$ cat src/rtl/mem_stage_sram.sv
// Purpose: MEM pipeline stage that maps a 32-bit word access onto a 16-bit external SRAM, plus the MEM/WB register.
// Latency: non-memory ops 1 cycle; memory ops freeze the pipe for 1+2*WAIT_CYCLES cycles and retire in DONE.
// Backpressure: ready is combinational; while it is 0 upstream holds its inputs and MEM/WB loads bubbles.
//
// Ports:
//   clk, rst                             clock, async active-high reset
//   wb_en_in, mem_r_en_in, mem_w_en_in   EXE/MEM control bits
//   alu_result_in, val_rm_in, dest_in    byte address / ALU result, store data, destination index
//   ready                                0 = freeze upstream stages and the EXE/MEM register
//   wb_en, mem_r_en, alu_result,
//   mem_data, dest                       registered MEM/WB outputs
//   sram_addr, sram_wdata, sram_we_n,
//   sram_rdata                           external 16-bit SRAM port (half-word addressed)
module mem_stage_sram #(
  parameter int          WAIT_CYCLES = 2,
  parameter logic [31:0] BASE_ADDR   = 32'd1024
) (
  input  logic        clk,
  input  logic        rst,
  input  logic        wb_en_in,
  input  logic        mem_r_en_in,
  input  logic        mem_w_en_in,
  input  logic [31:0] alu_result_in,
  input  logic [31:0] val_rm_in,
  input  logic [3:0]  dest_in,
  output logic        ready,
  output logic        wb_en,
  output logic        mem_r_en,
  output logic [31:0] alu_result,
  output logic [31:0] mem_data,
  output logic [3:0]  dest,
  output logic [17:0] sram_addr,
  output logic [15:0] sram_wdata,
  output logic        sram_we_n,
  input  logic [15:0] sram_rdata
);

  typedef enum logic [1:0] {IDLE, LO, HI, DONE} state_t;

  localparam logic [3:0] LAST_CNT = 4'(WAIT_CYCLES - 1);

  state_t      state_q;
  logic [3:0]  cnt_q;
  logic [31:0] rdata_q;

  logic        req;
  logic        is_wr;
  logic        is_rd;
  logic        last_cnt;
  logic [16:0] word_addr;

  // A simultaneous read+write request is treated as a write only.
  assign req       = mem_r_en_in | mem_w_en_in;
  assign is_wr     = mem_w_en_in;
  assign is_rd     = mem_r_en_in & ~mem_w_en_in;
  assign last_cnt  = (cnt_q == LAST_CNT);
  assign word_addr = 17'((alu_result_in - BASE_ADDR) >> 2);

  // Access sequencer. Inputs are frozen by upstream while ready=0, so they
  // are read directly throughout the access rather than captured.
  always_ff @(posedge clk or posedge rst) begin
    if (rst) begin
      state_q <= IDLE;
      cnt_q   <= 4'd0;
      rdata_q <= 32'd0;
    end else begin
      case (state_q)
        IDLE: begin
          if (req) begin
            state_q <= LO;
            cnt_q   <= 4'd0;
            rdata_q <= 32'd0;
          end
        end
        LO: begin
          if (last_cnt) begin
            if (is_rd) rdata_q[15:0] <= sram_rdata;
            state_q <= HI;
            cnt_q   <= 4'd0;
          end else begin
            cnt_q <= cnt_q + 4'd1;
          end
        end
        HI: begin
          if (last_cnt) begin
            if (is_rd) rdata_q[31:16] <= sram_rdata;
            state_q <= DONE;
            cnt_q   <= 4'd0;
          end else begin
            cnt_q <= cnt_q + 4'd1;
          end
        end
        // Always return to IDLE so a request still held by the freeze is
        // seen as a fresh op only once upstream has advanced.
        DONE: begin
          state_q <= IDLE;
          cnt_q   <= 4'd0;
        end
        default: begin
          state_q <= IDLE;
          cnt_q   <= 4'd0;
        end
      endcase
    end
  end

  // SRAM drive and stall decode. Reset forces IDLE asynchronously, which
  // releases the SRAM bus immediately and kills any in-flight write.
  always_comb begin
    ready      = 1'b0;
    sram_addr  = 18'd0;
    sram_wdata = 16'h0000;
    sram_we_n  = 1'b1;
    case (state_q)
      IDLE: ready = ~req;
      LO: begin
        sram_addr = {word_addr, 1'b0};
        if (is_wr) begin
          sram_we_n  = 1'b0;
          sram_wdata = val_rm_in[15:0];
        end
      end
      HI: begin
        sram_addr = {word_addr, 1'b1};
        if (is_wr) begin
          sram_we_n  = 1'b0;
          sram_wdata = val_rm_in[31:16];
        end
      end
      DONE:    ready = 1'b1;
      default: ready = 1'b0;
    endcase
  end

  // MEM/WB register: real op when ready, bubble otherwise.
  logic        wb_en_d, mem_r_en_d;
  logic [31:0] alu_result_d, mem_data_d;
  logic [3:0]  dest_d;

  always_comb begin
    wb_en_d      = 1'b0;
    mem_r_en_d   = 1'b0;
    alu_result_d = 32'd0;
    mem_data_d   = 32'd0;
    dest_d       = 4'd0;
    if (ready) begin
      wb_en_d      = wb_en_in;
      mem_r_en_d   = mem_r_en_in;
      alu_result_d = alu_result_in;
      mem_data_d   = is_rd ? rdata_q : 32'd0;
      dest_d       = dest_in;
    end
  end

  always_ff @(posedge clk or posedge rst) begin
    if (rst) begin
      wb_en      <= 1'b0;
      mem_r_en   <= 1'b0;
      alu_result <= 32'd0;
      mem_data   <= 32'd0;
      dest       <= 4'd0;
    end else begin
      wb_en      <= wb_en_d;
      mem_r_en   <= mem_r_en_d;
      alu_result <= alu_result_d;
      mem_data   <= mem_data_d;
      dest       <= dest_d;
    end
  end

endmodule

$ cat config.mk
export PLATFORM = sky130hd
export DESIGN_NAME = mem_stage_sram
export DESIGN_NICKNAME = d
export VERILOG_FILES = /design/src/rtl/mem_stage_sram.sv
export SDC_FILE = /design/constraint.sdc
export NUM_CORES = 1
export LEC_CHECK = 0
export BUFFER_PORTS_ARGS = -buffer_cell sky130_fd_sc_hd__buf_2
export CORE_ASPECT_RATIO = 1.1
export CORE_MARGIN = 2
export CORE_UTILIZATION = 44
export DETAILED_ROUTE_END_ITERATION = 10
export PLACE_DENSITY = 0.77
export SYNTH_ARGS = -nofsm -noshare
export SYNTH_HDL_FRONTEND = slang
export SYNTH_SLANG_ARGS = --single-unit
export TNS_END_PERCENT = 5
$ cat constraint.sdc
create_clock -name clk -period 3.3 [get_ports clk]
set_input_delay 0.495 -clock clk [delete_from_list [all_inputs] [get_ports clk]]
set_output_delay 0.495 -clock clk [all_outputs]
set_load 0.1 [all_outputs]
==> results.tsv <==
stage	metric	value	unit
floorplanning	start_util	0.4545	
logic_synthesis	post_synth_inst_count	433	
global_routing	antenna_found_initial	0	
pwr	p_leak	3.298	nW
logic_synthesis	synth_mux_area_frac	0.006327	
floorplanning	std_cell_rows	39	
final_layout	drive_gt1_frac	0.3874	
clocking	post_cts.resized_instances	0	
final_layout	fillCellCount	850	
timing	hold_violations	0	
route	wl_met2	5.869	mm
floorplanning	chipWidth	103.0	um
floorplanning	chipHeight	112.9	um
logic_synthesis	ys_seq_area_frac	0.5695	
timing	setup_ws	0.3101	ns
worst_setup_path	timing.rr.start	state_q[1]	
global_routing	first_global_vias	3916	
clocking	count_of_buffers_added_by_post_cts_timing_repair_for_setup	0	
worst_setup_path	crit_path_max_fanout	19	
logic_synthesis	synth_compound_gate_area_share	0.1403	
clocking	clock_tree.buffer_depth	2	
route	number_of_drc_markers_after_the_initial_detailed_route_iteration	192	
final_layout	most-common-layout-cells	176 x sky130_fd_sc_hd__buf_2, 108 x sky130_fd_sc_hd__dfrtp_1, 77 x sky130_fd_sc_hd__and2_1	
route	firstDrtPassIters	4	
worst_setup_path	crit-reg2reg-capture	rdata_q[6]	
route	vias	3984	
timing	max_freq	0.3345	GHz
logic_synthesis	yosys_warnings	0	
worst_setup_path	critPathKind	reg -> out	
worst_setup_path	worst_path_max_delay_cell	sky130_fd_sc_hd__o21ai_1	
final_layout	num_antenna_cells	0	
worst_setup_path	worstPathRequired	2.80	ns
logic_synthesis	ys_top_cells_by_area	sky130_fd_sc_hd__dfrtp_1 57%, sky130_fd_sc_hd__and2_1 10%, sky130_fd_sc_hd__o2111ai_1 3.1%, sky130_fd_sc_hd__a22o_1 2.8%, sky130_fd_sc_hd__o211ai_1 2.7%	
clocking	numClockSinks	108	
worst_setup_path	worst-endpoint-arrival	2.49	ns
pwr	p_per_area	1138	nW/um^2
route	wl_met3	891	um
floorplanning	floorplan.core_area	10440	um^2
clocking	clkLatencyLatePin	0.35	ns
timing	post-route-period-util	0.9060	
logic_synthesis	synth.avg_cell_area	10.96	um^2
clocking	cts_tree	yes	
clocking	cts.clk_slew.worst_paths	0.08	ns
logic_synthesis	yosys.area_share.adder	0.02109	
pwr	design_power_total	7.354	mW
route	drc_violations_left	0	
worst_setup_path	timing.reg2reg.setup_slack	0.65	ns
floorplanning	number_of_placed_i_o_pins	195	
timing	slew_headroom	0.2713	
worst_setup_path	crit_chain	inv_1, ha_1, o21ai_1, nor2_2, buf_12	
final_layout	nets	709	
final_layout	syn2layout_area_growth	36.22	%
logic_synthesis	yosys.area_share.xor_xnor	0.005537	
clocking	clock-root-buffer	sky130_fd_sc_hd__clkbuf_16	
timing	timing.final.crit_period	2.990	ns
final_layout	multi_input_comb_area	1864	um^2
timing	setup_repair_after_global_routing_missed_its_margin	false	
route	routed_via_density	5.242	
logic_synthesis	synth.largest_area_cell	sky130_fd_sc_hd__dfrtp_1	
global_routing	grt_max_degree	109	
route	route.antenna.remaining_nets	0	
logic_synthesis	post_synth_instance_area	4746	um^2
route	routedWlPerCell	15.57	um
worst_hold_path	min-delay-path-class	in -> async	
global_routing	first_pass_grt_wire_length	18.83	mm
worst_setup_path	critPathMaxStageDelay	0.89	ns
final_layout	seq_area	2703	um^2
logic_synthesis	synth-seq-cells	108	
place	pre_cts_slack	0.6581	ns
place	placement.io_buffers	194	
place	place.detailed.hpwl	8.526	mm
worst_setup_path	cp-start-kind	flop	
logic_synthesis	postSynth.asyncResetShare	1.000	
flow_run	max_cap_violations	0	
logic_synthesis	synth_top_area_share	0.5695	
global_routing	globalRoute.totalOverflow	0	
logic_synthesis	synth_simple_gate_area_frac	0.2049	
timing	report.final.setup_viol	0	
clocking	ctsHtreeMaxLevel	3	
pwr	peakVddDrop	804.3	uV
timing	finalClockSkew	0.01476	ns
worst_setup_path	worst_r2r_path_depth	7	
global_routing	gr-usage-all-layers	0.2036	
timing	count_of_pins_over_their_slew_limit	0	
route	maxUsedRoutingLayer	met4	
clocking	numCtsBuffers	9	
logic_synthesis	dominant_combinational_cell_family_by_area_after_synthesis	simple AND/OR/NAND/NOR gates	
route	drt_wl_total	11.83	mm
worst_setup_path	worst_setup_startpoint	state_q[1]	
timing	worst-slew-pin-transition	1.085	ns
logic_synthesis	synth_edf_count	0	
logic_synthesis	synth_top_flop_cell	sky130_fd_sc_hd__dfrtp_1	
logic_synthesis	synthDistinctLibCells	41	
final_layout	final_common_cell	sky130_fd_sc_hd__buf_2	
route	drt-met1-wl	4.912	mm
outcome	outcome	completed	
floorplanning	total_die_area	11630	um^2
logic_synthesis	postSynthNetCount	530	
worst_setup_path	crit_path_end_kind	output pin	
place	place.gp.congestion	0.8208	
clocking	cts_hold_repair.buffers	0	
==> kinds of logic (layout without fill, tap and decap cells) <==
family,Yosys count,in the layout
AND/OR/NAND/NOR,166,166
flip-flops,108,108
AO/OA/AOI/OAI,84,84
buffers and inverters,61,245
adder cells (fa/ha/maj),8,8
XOR/XNOR,3,3
multiplexers,3,3
==> worst max-delay path: cells and delay by family (launching register included) <==
family,cells,cell delay [ns]
compound gates,1,0.89
buf+inv,2,0.32
fa+ha+maj,1,0.42
simple gates,1,0.13
flops,1,0.39
==> layer usage <==
metal	GRT usage	vias up
met4	0.06754	0
met5	0	-
li1	-	1868
met2	0.3286	151
met3	0.05497	11
met1	0.2652	1954
==> cell type report <==
type                       instances  area share
sequential                       108      0.4180
multi-input combinational        264      0.2884
timing repair buffer             203      0.2044
clock buffer                       9     0.03484
tap                              143     0.02768
inverter                          26     0.01548
clock inverter                     7     0.01123
==> through the flow <==
| stage | setup TNS (ns) | area, um^2 | std cells | utilization | hold WS, ns |
|---|---|---|---|---|---|
| after CTS | 0 | 6465 | 760 | 0.6191 | 0.3090 |
| final | 0 | 6465 | 760 | 0.6191 | 0.2678 |
| after detailed placement | 0 | 6167 | 744 | 0.5906 | 0.4648 |
| after global placement | 0 | 6167 | 744 | 0.5906 | 0.4678 |
| after floorplan | -12.07 | 4811 | 433 | - | 0.4545 |
| after global routing | 0 | 6465 | 760 | 0.6191 | 0.3205 |
==> power by group <==
| group | internal [mW] | switching [mW] | total (mW) |
|---|---|---|---|
| Clock | 0.539 | 0.530 | 1.07 |
| Combinational | 1.08 | 3.48 | 4.56 |
| Sequential | 1.61 | 0.115 | 1.72 |
| Total | 3.23 | 4.13 | 7.35 |
==> sequential cells by signal, summed over array words and instances (netlist names) <==
name,count
alu_result,32
cnt_q,4
dest,4
mem_data,32
mem_r_en,1
rdata_q,32
state_q,2
wb_en,1
==> synth_stat cells (all sizes together) (4+ instances only) <==
| cell type | n |
|---|---|
| dfrtp | 108 |
| and2 | 77 |
| inv | 26 |
| nor2 | 23 |
| clkbuf | 22 |
| nor4 | 19 |
| nand3 | 18 |
| o2111ai | 17 |
| o211ai | 17 |
| a22oi | 16 |
| a22o | 15 |
| buf | 13 |
| ha | 8 |
| nand2 | 7 |
| nor2b | 5 |
| o21ai | 5 |
| o21a | 4 |
==> how the worst max path moves through the flow <==
stage,endpoint,slack [ns],cells after the start
2_1_floorplan,sram_wdata[11],-0.44,6
6_report,sram_addr[13],0.31,5
3_5_place_dp,sram_addr[17],0.66,5
5_1_grt,sram_addr[13],0.14,5
3_3_place_gp,sram_addr[17],0.67,5
4_1_cts,sram_addr[13],0.31,5
(Power assumes the default switching activity.)
